[config.mk]
export PLATFORM = sky130hd
export DESIGN_NAME = fetch_controller
export DESIGN_NICKNAME = d
export VERILOG_FILES = /design/src/rtl/fetch_controller.sv
export SDC_FILE = /design/constraint.sdc
export NUM_CORES = 1
export LEC_CHECK = 0
export CORE_MARGIN = 4
export CORE_UTILIZATION = 26
export DETAILED_ROUTE_END_ITERATION = 10
export PLACE_DENSITY_LB_ADDON = 0.05
export SLEW_MARGIN = 10
export SYNTH_ARGS = -nofsm -noshare
export SYNTH_HDL_FRONTEND = slang
export SYNTH_SLANG_ARGS = --single-unit
[constraint.sdc]
create_clock -name clock -period 4.5 [get_ports clock]
set_input_delay 1.125 -clock clock [delete_from_list [all_inputs] [get_ports clock]]
set_output_delay 1.125 -clock clock [all_outputs]
set_load 0.05 [all_outputs]
[src/rtl/fetch_controller.sv]
`timescale 1ns/1ps
`default_nettype none
// ============================================================================
// Module   : fetch_controller
// Purpose  : Instruction fetch sequencer: issues byte fetches, buffers them in a
//            2-entry FIFO, handles redirects and halt. Option: FETCH_CTRL_PERF_EN
// Revision : 1.0
// ============================================================================
module fetch_controller #(
    parameter logic [15:0] RESET_PC    = 16'h0000,
    parameter logic [7:0]  HALT_OPCODE = 8'hFF
) (
    input  logic        clock,
    input  logic        reset_n,
    input  logic        run,
    input  logic        branch_valid,
    input  logic [15:0] branch_target,
    output logic [15:0] imem_addr,
    input  logic [7:0]  imem_data,
    output logic        instr_valid,
    output logic [7:0]  instr_data,
    output logic [15:0] instr_pc,
    input  logic        instr_ready,
    output logic        halted
`ifdef FETCH_CTRL_PERF_EN
    ,
    output logic [15:0] perf_fetch_count
`endif
);

    typedef enum logic [1:0] {
        S_IDLE   = 2'd0,
        S_FETCH  = 2'd1,
        S_HALTED = 2'd2
    } state_t;

    state_t      r_state;
    state_t      w_state_nxt;

    logic [15:0] r_pc;
    logic        r_inflight;
    logic [15:0] r_inflight_pc;
    logic [7:0]  r_fifo_data [2];
    logic [15:0] r_fifo_pc   [2];
    logic        r_wr_ptr;
    logic        r_rd_ptr;
    logic [1:0]  r_count;

    logic        w_xfer;
    logic        w_halt_xfer;
    logic        w_redirect;
    logic        w_flush;
    logic        w_push;
    logic        w_pop;
    logic        w_issue;
    logic [2:0]  w_occ;

    assign instr_valid = (r_count != 2'd0);
    assign instr_data  = r_fifo_data[r_rd_ptr];
    assign instr_pc    = r_fifo_pc[r_rd_ptr];
    assign halted      = (r_state == S_HALTED);

    assign w_xfer      = instr_valid & instr_ready;
    assign w_halt_xfer = w_xfer && (instr_data == HALT_OPCODE) && (r_state == S_FETCH);
    assign w_redirect  = branch_valid && (r_state != S_IDLE);
    assign w_flush     = w_redirect || w_halt_xfer;
    assign w_push      = r_inflight && !w_flush;
    assign w_pop       = w_xfer && !w_flush;

    // A transfer this cycle frees a slot, so it counts as credit; this keeps one
    // transfer per cycle sustainable with a single-cycle memory.
    assign w_occ   = {1'b0, r_count} + {2'b00, r_inflight} - {2'b00, w_xfer};
    assign w_issue = (r_state == S_FETCH) && !w_flush && (w_occ < 3'd2);

    // A redirect drives its target straight to memory in the strobe cycle.
    assign imem_addr = w_redirect ? branch_target : r_pc;

    always_comb begin
        w_state_nxt = r_state;
        case (r_state)
            S_IDLE: begin
                if (run) w_state_nxt = S_FETCH;
            end
            S_FETCH: begin
                if (branch_valid)     w_state_nxt = S_FETCH;
                else if (w_halt_xfer) w_state_nxt = S_HALTED;
            end
            S_HALTED: begin
                if (branch_valid) w_state_nxt = S_FETCH;
            end
            default: w_state_nxt = S_IDLE;
        endcase
    end

    always_ff @(posedge clock or negedge reset_n) begin
        if (!reset_n) begin
            r_state <= S_IDLE;
        end else begin
            r_state <= w_state_nxt;
        end
    end

    always_ff @(posedge clock or negedge reset_n) begin
        if (!reset_n) begin
            r_pc          <= RESET_PC;
            r_inflight    <= 1'b0;
            r_inflight_pc <= 16'h0000;
        end else begin
            if (r_state == S_IDLE) begin
                if (run) r_pc <= RESET_PC;
            end else if (w_redirect) begin
                r_pc <= branch_target + 16'd1;
            end else if (w_issue) begin
                r_pc <= r_pc + 16'd1;
            end
            r_inflight <= w_redirect || w_issue;
            if (w_redirect || w_issue) begin
                r_inflight_pc <= imem_addr;
            end
        end
    end

    always_ff @(posedge clock or negedge reset_n) begin
        if (!reset_n) begin
            r_fifo_data[0] <= 8'h00;
            r_fifo_data[1] <= 8'h00;
            r_fifo_pc[0]   <= 16'h0000;
            r_fifo_pc[1]   <= 16'h0000;
            r_wr_ptr       <= 1'b0;
            r_rd_ptr       <= 1'b0;
            r_count        <= 2'd0;
        end else if (w_flush) begin
            r_wr_ptr <= 1'b0;
            r_rd_ptr <= 1'b0;
            r_count  <= 2'd0;
        end else begin
            if (w_push) begin
                r_fifo_data[r_wr_ptr] <= imem_data;
                r_fifo_pc[r_wr_ptr]   <= r_inflight_pc;
                r_wr_ptr              <= ~r_wr_ptr;
            end
            if (w_pop) begin
                r_rd_ptr <= ~r_rd_ptr;
            end
            r_count <= r_count + {1'b0, w_push} - {1'b0, w_pop};
        end
    end

`ifdef FETCH_CTRL_PERF_EN
    logic [15:0] r_perf;

    always_ff @(posedge clock or negedge reset_n) begin
        if (!reset_n) begin
            r_perf <= 16'h0000;
        end else if (w_xfer) begin
            r_perf <= r_perf + 16'd1;
        end
    end

    assign perf_fetch_count = r_perf;
`endif

endmodule
`default_nettype wire

; Word level (Yosys, flattened, before mapping)
; Index checks and enable logic that the tools add are counted.
[word_totals]
reg_bits = 87
inputBits = 29
elab_cells = 80
output_inout_bits = 42
[classes]
n_bitwise = 6
eq_ne = 6
n_lt_le_gt_ge = 4
add_sub_neg = 6
reduce_logical = 20
mux = 27
[ops]
columns = op, count
row1 = 16-bit two-way mux, 9
row2 = 16-bit by 1-bit adder with 16-bit output (second input constant), 2
row3 = 32-bit bitwise mux, 1
row4 = 8-bit two-way mux, 4
row5 = 16-bit bitwise mux, 1
row6 = 16-bit demux with 1-bit select, 1
row7 = 2-bit two-way mux, 5
row8 = 8-bit demux with 1-bit select, 1
row9 = 8-bit == test (second input constant), 1
row10 = 1-bit logical AND, 8
row11 = 2-bit nonzero test, 4
row12 = 2-bit case mux with 3 select lines, 1
row13 = 2-bit >= comparator (second input constant), 2
row14 = 1-bit two-way mux, 4
row15 = 2-bit inequality test (second input constant), 2
row16 = 1-bit inverter with 2-bit output, 2
row17 = 2-bit AND reduction, 2
row18 = 2-bit by 1-bit adder with 3-bit output, 1
row19 = 3-bit by 2-bit < comparator with 1-bit output (second input constant), 1
row20 = 3-bit inequality test (second input constant), 1
row21 = 1-bit inverter, 3
row22 = 3-bit AND reduction, 1
row23 = 3-bit nonzero test, 1
row24 = 3-bit by 1-bit subtractor with 3-bit output, 1
row25 = other kinds (9), 10

; Depth between registers and ports, before layout
; Gate-level depths: netlist (run 1).
[depth]
ltp_word = 14
mapped_depth = 12
ltp_nobuf = 11

; Least setup slack after synthesis (run 1)
; No wires, ideal clock.
[synth_path]
path_kind = in2reg
from = input port branch_valid
to = register r_pc[14]
required_ns = 4.372
slack_ns = 0.598
setup_ns = 0.128
arrival_ns = 3.774
stages = 11
n_path_buf = 3
path_cell_list = o21a_1 buf_6 clkbuf_1 clkbuf_1 nand2_1 nand2_1 ha_1 or4b_4 a211oi_1 xnor2_1 mux2i_1
[synth_between]
elab_chain_cells = 7
word_cells_on_any_way = 9
cone_classes = mux: 2 / reduce/logical: 7
[synth_lines]
columns = item, line
row1 = "start, declared", 16  ; input logic branch_valid,
row2 = 1-bit logical AND (*), 65  ; assign w_redirect = branch_valid && (r_state != S_IDLE);
row3 = 1-bit logical OR, 66  ; assign w_flush = w_redirect || w_halt_xfer;
row4 = 1-bit zero test, 73  ; assign w_issue = (r_state == S_FETCH) && !w_flush && (w_occ < 3'd2);
row5 = 1-bit logical AND (2 in series), 73
row6 = 3-bit nonzero test (no source line), -
row7 = 2-bit AND reduction (no source line), -
row8 = "end signal, assigned", 112  ; r_pc <= branch_target + 16'd1;
row9 = "end signal, assigned", 114  ; r_pc <= r_pc + 16'd1;
row10 = "end, declared", 40  ; logic [15:0] r_pc;
; Every way passes the cells marked *; elsewhere a longest branch is shown, timed or not.
; A chain may end at the register's enable or synchronous reset.

; Worst setup path after layout (run 1)
[layout_path]
from = input port branch_valid
to = output port imem_addr[4]
[layout_between]
elab_chain_cells = 2
[layout_lines]
columns = item, line
row1 = 1-bit logical AND, 65
row2 = 16-bit two-way mux, 76  ; assign imem_addr = w_redirect ? branch_target : r_pc;
row3 = "end, declared", 18  ; output logic [15:0] imem_addr,
; Every way passes these cells.

==> results.json, run 1 <==
{
  "final_cells": 691,
  "drt_wl_total_mm": 12.5,
  "synth_edf_count": 0,
  "hold_violations": 0,
  "fill_cells": 1725,
  "critPathMaxFanout": 12,
  "dp_slack_ns": 0.468,
  "hold_buffers": 0,
  "tightestPinTransition_ns": 1.01,
  "synth_seq_cells": 87,
  "synth_top_cells_by_area": "dfrtp_1 (48%), mux2_2 (20%), nand2_1 (5.0%)",
  "power_mw": 4.96,
  "die_x_um": 140,
  "syn_area_per_cell_um2": 11.8,
  "crit_path_end_kind": "output pin",
  "place_inst": 675,
  "seq_area_frac_synth_pct": 47.7,
  "drt_first_iter_violations": 152,
  "synth.cell_area_um2": 4560,
  "die_area_um2": 19700,
  "initial_core_util_pct": 26.5,
  "rsz0062_at_grt": "false",
  "ant_nets": 0,
  "fin_skew_ns": 0.00897,
  "finalCritPeriodShare_pct": 89.6,
  "worstSkewPairLatency_ns": 0.34,
  "syn-num-nets": 419,
  "fin_crit_ns": 4.03,
  "clock.fmax_mhz": 248,
  "postCtsSetupBuffers": 0,
  "slew_headroom_pct": 32.5,
  "hold_path_class": "flop to flop",
  "async_reset_ff_share_pct": 100,
  "status": "finished, final reports clean",
  "cp_data_required_time_ns": 3.38,
  "overflow": 0,
  "ir_worst_vdd_v": 0.000326,
  "finalSetupTns_ns": 0,
  "syn_to_final_growth_pct": 31.4,
  "wl_per_cell_um": 18.1,
  "clock_sinks": 87,
  "vias_per_cell": 4.66,
  "dp_hpwl_mm": 8.87,
  "synth_cell_types": 54,
  "crit_path_start_kind": "primary input",
  "drive_gt1_share_pct": 31.8,
  "drc": 0,
  "ioPinCount": 71,
  "core_area_um2": 17200,
  "power_leakage_nw": 2.59,
  "path_clk_slew_ns": 0.06,
  "cts_buffer_depth": 2,
  "clockRootBuffer": "clkbuf_16",
  "ff2ff_path_depth": 11,
  "yosys_warnings": 0,
  "track_usage_pct": 13.0,
  "maxCapViolCount": 0,
  "nNetsFinal": 495,
  "crit_type": "primary input to output pin",
  "setup_violations": 0,
  "ys_dominant_reg_cell": "dfrtp_1",
  "cts-resized-gates": 0,
  "syn_inst": 385,
  "critical_path_arrival_ns": 2.91,
  "die_y_um": 140,
  "drv_slew": 0,
  "port-buffer-count": 70,
  "grt_pass1_vias": 3399,
  "place.gp.congestion": 0.855,
  "synth_top_cell_by_area": "dfrtp_1",
  "grt_max_degree": 69,
  "hold_slack_ns": 0.501,
  "synth.top_cell.area_share_pct": 47.7,
  "vias": 3219,
  "cts_tree": "yes",
  "antennaDiodeCount": 0,
  "rows": 48,
  "cellPowerDensity_nw_per_um2": 828,
  "htree_levels": 3,
  "cts_buffers": 9,
  "min_path_cells": 1,
  "antenna_found_initial": 0,
  "fin_ws_ns": 0.469,
  "dr.pass1.iters": 4,
  "grt_pass1_wl_mm": 19.9
}
==> routing by layer <==
metal / track usage [%] / vias up / wire, um
li1: - / 1535 / -
met1: 17.8 / 1604 / 5910
met2: 20.7 / 70 / 5870
met3: 2.59 / 10 / 526
met4: 4.44 / 0 / 170
met5: 0 / - / 0
==> metrics by stage <==
| stage | cell area [um2] | util [%] |
|---|---|---|
| after floorplan | 4560 | - |
| after global placement | 5720 | 33.2 |
| after detailed placement | 5720 | 33.2 |
| after CTS | 5990 | 34.7 |
| after global routing | 5990 | 34.7 |
| final | 5990 | 34.7 |
==> path summary, 6_finish.rpt <==
check                               from                 to  slack [ns]
max in group asynchronous        reset_n      r_fifo_pc[19]        2.74
max                         branch_valid       imem_addr[4]        0.47
min in group asynchronous        reset_n         r_count[1]        0.92
min                        r_fifo_pc[19]      r_fifo_pc[19]        0.50
max reg2reg                   r_count[1]  r_inflight_pc[15]        1.27
min reg2reg                r_fifo_pc[19]      r_fifo_pc[19]        0.50
==> power by group <==
group          switching (mW)  total, mW  internal [mW]
registers               0.315       1.49           1.18
logic                    1.49       2.77           1.28
clock network           0.316      0.705          0.389
==> cells in the mapped netlist (5+ instances only) <==
cell,instances
clkbuf_1,7
a21oi_1,8
mux2_4,12
nand2_1,61
o21ai_0,5
dfrtp_1,87
mux2i_1,15
and3_1,5
nand3_1,11
inv_1,6
mux2_2,79
nand4_1,9
xor2_1,6
xnor2_1,10
==> area by class of cell <==
class,count,area [um2],area share (%)
flip-flops and latches,87,2180,36.3
repair buffers,83,968,16.2
clock inverters,5,31.3,0.522
clock buffers,11,243,4.05
multi-input cells,273,2260,37.7
well taps,225,282,4.70
inverters,7,28.8,0.480
==> cells by family (layout without fill, tap and decap cells) <==
logic type / Yosys count / in the layout / share of synthesized area [%]
AND/OR/NAND/NOR: 109 / 109 / 11.5
buffers and inverters: 25 / 106 / 3.05
AO/OA/AOI/OAI: 37 / 37 / 6.34
XOR/XNOR: 16 / 16 / 3.07
flip-flops: 87 / 87 / 47.7
multiplexers: 106 / 106 / 26.8
adder cells (fa/ha/maj): 5 / 5 / 1.54
==> cells in the final DEF (no fill, tap or decap), types with 10 or more instances in the layout <==
cell type / netlist / final
nand2_1: 61 / 61
dfrtp_1: 87 / 87
mux2_4: 12 / 12
buf_4: 2 / 13
clkdlybuf4s50_1: 0 / 53
nand3_1: 11 / 11
mux2_2: 79 / 79
mux2i_1: 15 / 15
xnor2_1: 10 / 10
buf_12: 0 / 17
==> registers in the layout, indices dropped and copies added (netlist names) <==
name	flops
r_fifo_data	16
r_count	2
r_rd_ptr	1
r_state	2
r_fifo_pc	32
r_wr_ptr	1
r_inflight	1
r_pc	16
r_inflight_pc	16
==> worst max-delay path, stage by stage <==
cell and delay, ns:
clkdlybuf4s50_1 0.55, o21a_1 0.34, buf_4 0.26, mux2_2 0.45, buf_12 0.18
Power figures use the tool's default switching activity.
==> run 2: changes to the inputs <==
--- a/config.mk
+++ b/config.mk
@@ -5,9 +5,11 @@
 export SDC_FILE = /design/constraint.sdc
 export NUM_CORES = 1
 export LEC_CHECK = 0
+export ABC_AREA = 1
 export CORE_MARGIN = 4
 export CORE_UTILIZATION = 26
 export DETAILED_ROUTE_END_ITERATION = 10
+export HOLD_SLACK_MARGIN = 0.06
 export PLACE_DENSITY_LB_ADDON = 0.05
 export SLEW_MARGIN = 10
 export SYNTH_ARGS = -nofsm -noshare
==> run 2 against run 1 <==
Via count is 27% higher. First-iteration DRC count is 86% higher. Combinational power is 12% higher. Sequential share of layout area is 0.35 points higher. Highest routed layer unchanged. Critical path type unchanged. Critical endpoint is now imem_addr[14]. Total power is 3.9% higher. Core utilization is 0.69 points lower. Worst setup slack better by 0.14 ns. Routed wire length is 6.1% higher. Flip-flop and latch count stayed put. Critical path depth is 2 higher. Synthesized cell count is 61% higher.
==> results.json, run 2 <==
{
  "critPathMaxFanout": 19,
  "power_leakage_nw": 2.84,
  "seq_area_frac_synth_pct": 46.7,
  "max_stage_delay_ns": 0.47,
  "synth_cell_types": 34,
  "track_usage_pct": 13.6,
  "dp_slack_ns": 0.581,
  "fin_ws_ns": 0.610,
  "clock_sinks": 87,
  "cts_buffer_depth": 2,
  "wl_met2_mm": 5.85,
  "drive_gt1_share_pct": 9.59,
  "slew_headroom_pct": 45.9,
  "status": "finished, final reports clean",
  "maxCapViolCount": 0,
  "synth_top_cells_by_count": "nand2_1 (229), dfrtp_1 (87), inv_1 (69)",
  "vias_per_cell": 4.47,
  "synth_top_cells_by_area": "dfrtp_1 (47%), nand2_1 (18%), inv_1 (5.6%)",
  "largest_register_ffs": 32,
  "worstSkewPairLatency_ns": 0.35,
  "critical_path.slowest_cell": "clkdlybuf4s50_1",
  "ir_worst_vdd_v": 0.000430,
  "ioPinCount": 71,
  "cp_data_required_time_ns": 3.38,
  "critical_path_arrival_ns": 2.76,
  "crit_path_start_kind": "primary input",
  "cts_tree": "yes",
  "critPathTopFamily": "buffers and inverters",
  "die_y_um": 142,
  "rows": 48,
  "hold_violations": 0,
  "overflow": 0,
  "dp_hpwl_mm": 9.39,
  "nNetsFinal": 718,
  "htree_levels": 3,
  "synth_top_cell_by_area": "dfrtp_1",
  "hold_buffers": 0,
  "path_clk_slew_ns": 0.06,
  "async_reset_ff_share_pct": 100,
  "r2r_slack_ns": 1.68,
  "grt_pass1_wl_mm": 21.4,
  "wl_per_cell_um": 14.5,
  "grt_pass1_vias": 3907,
  "drv_slew": 0,
  "dr_wl_met3_um": 644,
  "die_area_um2": 20100,
  "hold_path_class": "flop to flop",
  "fin_crit_ns": 3.89,
  "postCtsSetupBuffers": 0,
  "drt_first_iter_violations": 282,
  "syn-num-nets": 655,
  "clock.fmax_mhz": 257,
  "clockRootBuffer": "clkbuf_16",
  "syn_inst": 621,
  "yosys_warnings": 0,
  "crit_top_cell": "inv_1",
  "synth.top_cell.area_share_pct": 46.7,
  "synth_edf_count": 0,
  "ant_nets": 0,
  "tightestPinTransition_ns": 0.809,
  "die_x_um": 142,
  "fin_skew_ns": 0.00987,
  "place.gp.congestion": 0.836,
  "drc": 0,
  "cellPowerDensity_nw_per_um2": 869,
  "cts-resized-gates": 0,
  "rsz0062_at_grt": "false",
  "synth.most_common_cell": "nand2_1",
  "syn_area_per_cell_um2": 7.50,
  "top_register": "r_fifo_pc",
  "crit_path_end_kind": "output pin",
  "drt_wl_total_mm": 13.2,
  "syn_to_final_growth_pct": 27.4,
  "final_cell_mix": "nand2_1 (229), dfrtp_1 (87), inv_1 (69), clkdlybuf4s50_1 (53), o21ai_0 (46)",
  "ys_dominant_reg_cell": "dfrtp_1",
  "port-buffer-count": 70,
  "synth.cell_area_um2": 4660,
  "finalSetupTns_ns": 0,
  "dr.pass1.iters": 5,
  "initial_core_util_pct": 26.7,
  "crit_chain": "clkdlybuf4s50_1 -> inv_1 -> nor2_4 -> nand2_1 -> o21ai_1 -> inv_1 -> buf_4",
  "cts_buffers": 9,
  "antenna_found_initial": 0,
  "grt_max_degree": 49,
  "core_area_um2": 17400,
  "finalCritPeriodShare_pct": 86.4,
  "top_layer": "met4",
  "layout_commonest_cell": "nand2_1",
  "antennaDiodeCount": 0,
  "synth_seq_cells": 87,
  "crit_type": "primary input to output pin",
  "vias": 4083,
  "setup_violations": 0,
  "m1WireLength_mm": 6.56,
  "path_buf_inv": 4
}
-- run 2: power breakdown --
group	internal [mW]	switching [mW]	total (mW)
Sequential	1.15	0.211	1.36
Clock	0.387	0.305	0.692
Combinational	1.02	2.09	3.10
Total	2.55	2.60	5.16
-- run 2: final timing paths --
| path | from | end | cells after the start |
|---|---|---|---|
| setup / recovery | branch_valid | imem_addr[14] | 7 |
| hold / removal | r_fifo_data[11] | r_fifo_data[11] | 2 |
| setup reg to reg | r_state[0] | r_pc[12] | 12 |
| hold reg to reg | r_fifo_data[11] | r_fifo_data[11] | 2 |
| max in group asynchronous | reset_n | r_fifo_pc[10] | 2 |
| min in group asynchronous | reset_n | r_state[1] | 1 |
-- run 2: per-stage QoR --
step                hold slack, ns  util, %  instances  cell area (um2)  power, mW
floorplan                    0.442        -        621             4660       3.49
global placement             0.455     32.6        898             5670       4.50
detailed placement           0.461     32.6        898             5670       4.53
CTS                          0.477     34.1        913             5930       5.25
global route                 0.494     34.1        913             5930       5.59
finish                       0.476     34.1        913             5930       5.16
-- run 2: kinds of logic (layout without fill, tap and decap cells) --
family                     after synthesis  after routing  synth area share [%]
AOI/OAI and AO/OA                      102            102                  11.8
xor gates and xnor gates                 5              5                 0.940
adders and majority gates                5              5                  1.50
buffers and inverters                   96            163                  9.05
DFF                                     87             87                  46.7
and+or+nand+nor                        326            326                  30.0
-- run 2: layer usage --
layer	up-vias	GRT usage (%)
met5	-	0
met4	0	4.75
met3	10	2.53
met2	88	20.0
met1	1907	19.9
li1	2078	-
-- run 2: area by class of cell --
type	count	area (um2)
timing repair buffer	78	893
clock buffer	14	254
tap	225	282
clock inverter	1	5.00
fill	1874	11500
sequential	87	2180
multi-input combinational	438	2060
inverter	70	263
-- run 2: worst reg2reg max path, delay by kind of cell, from the launching register on --
family          cells  cell delay (ns)
fa+ha+maj           1             0.15
flops               1             0.46
compound gates      1             0.66
buf+inv             1             0.18
simple gates        9             1.24
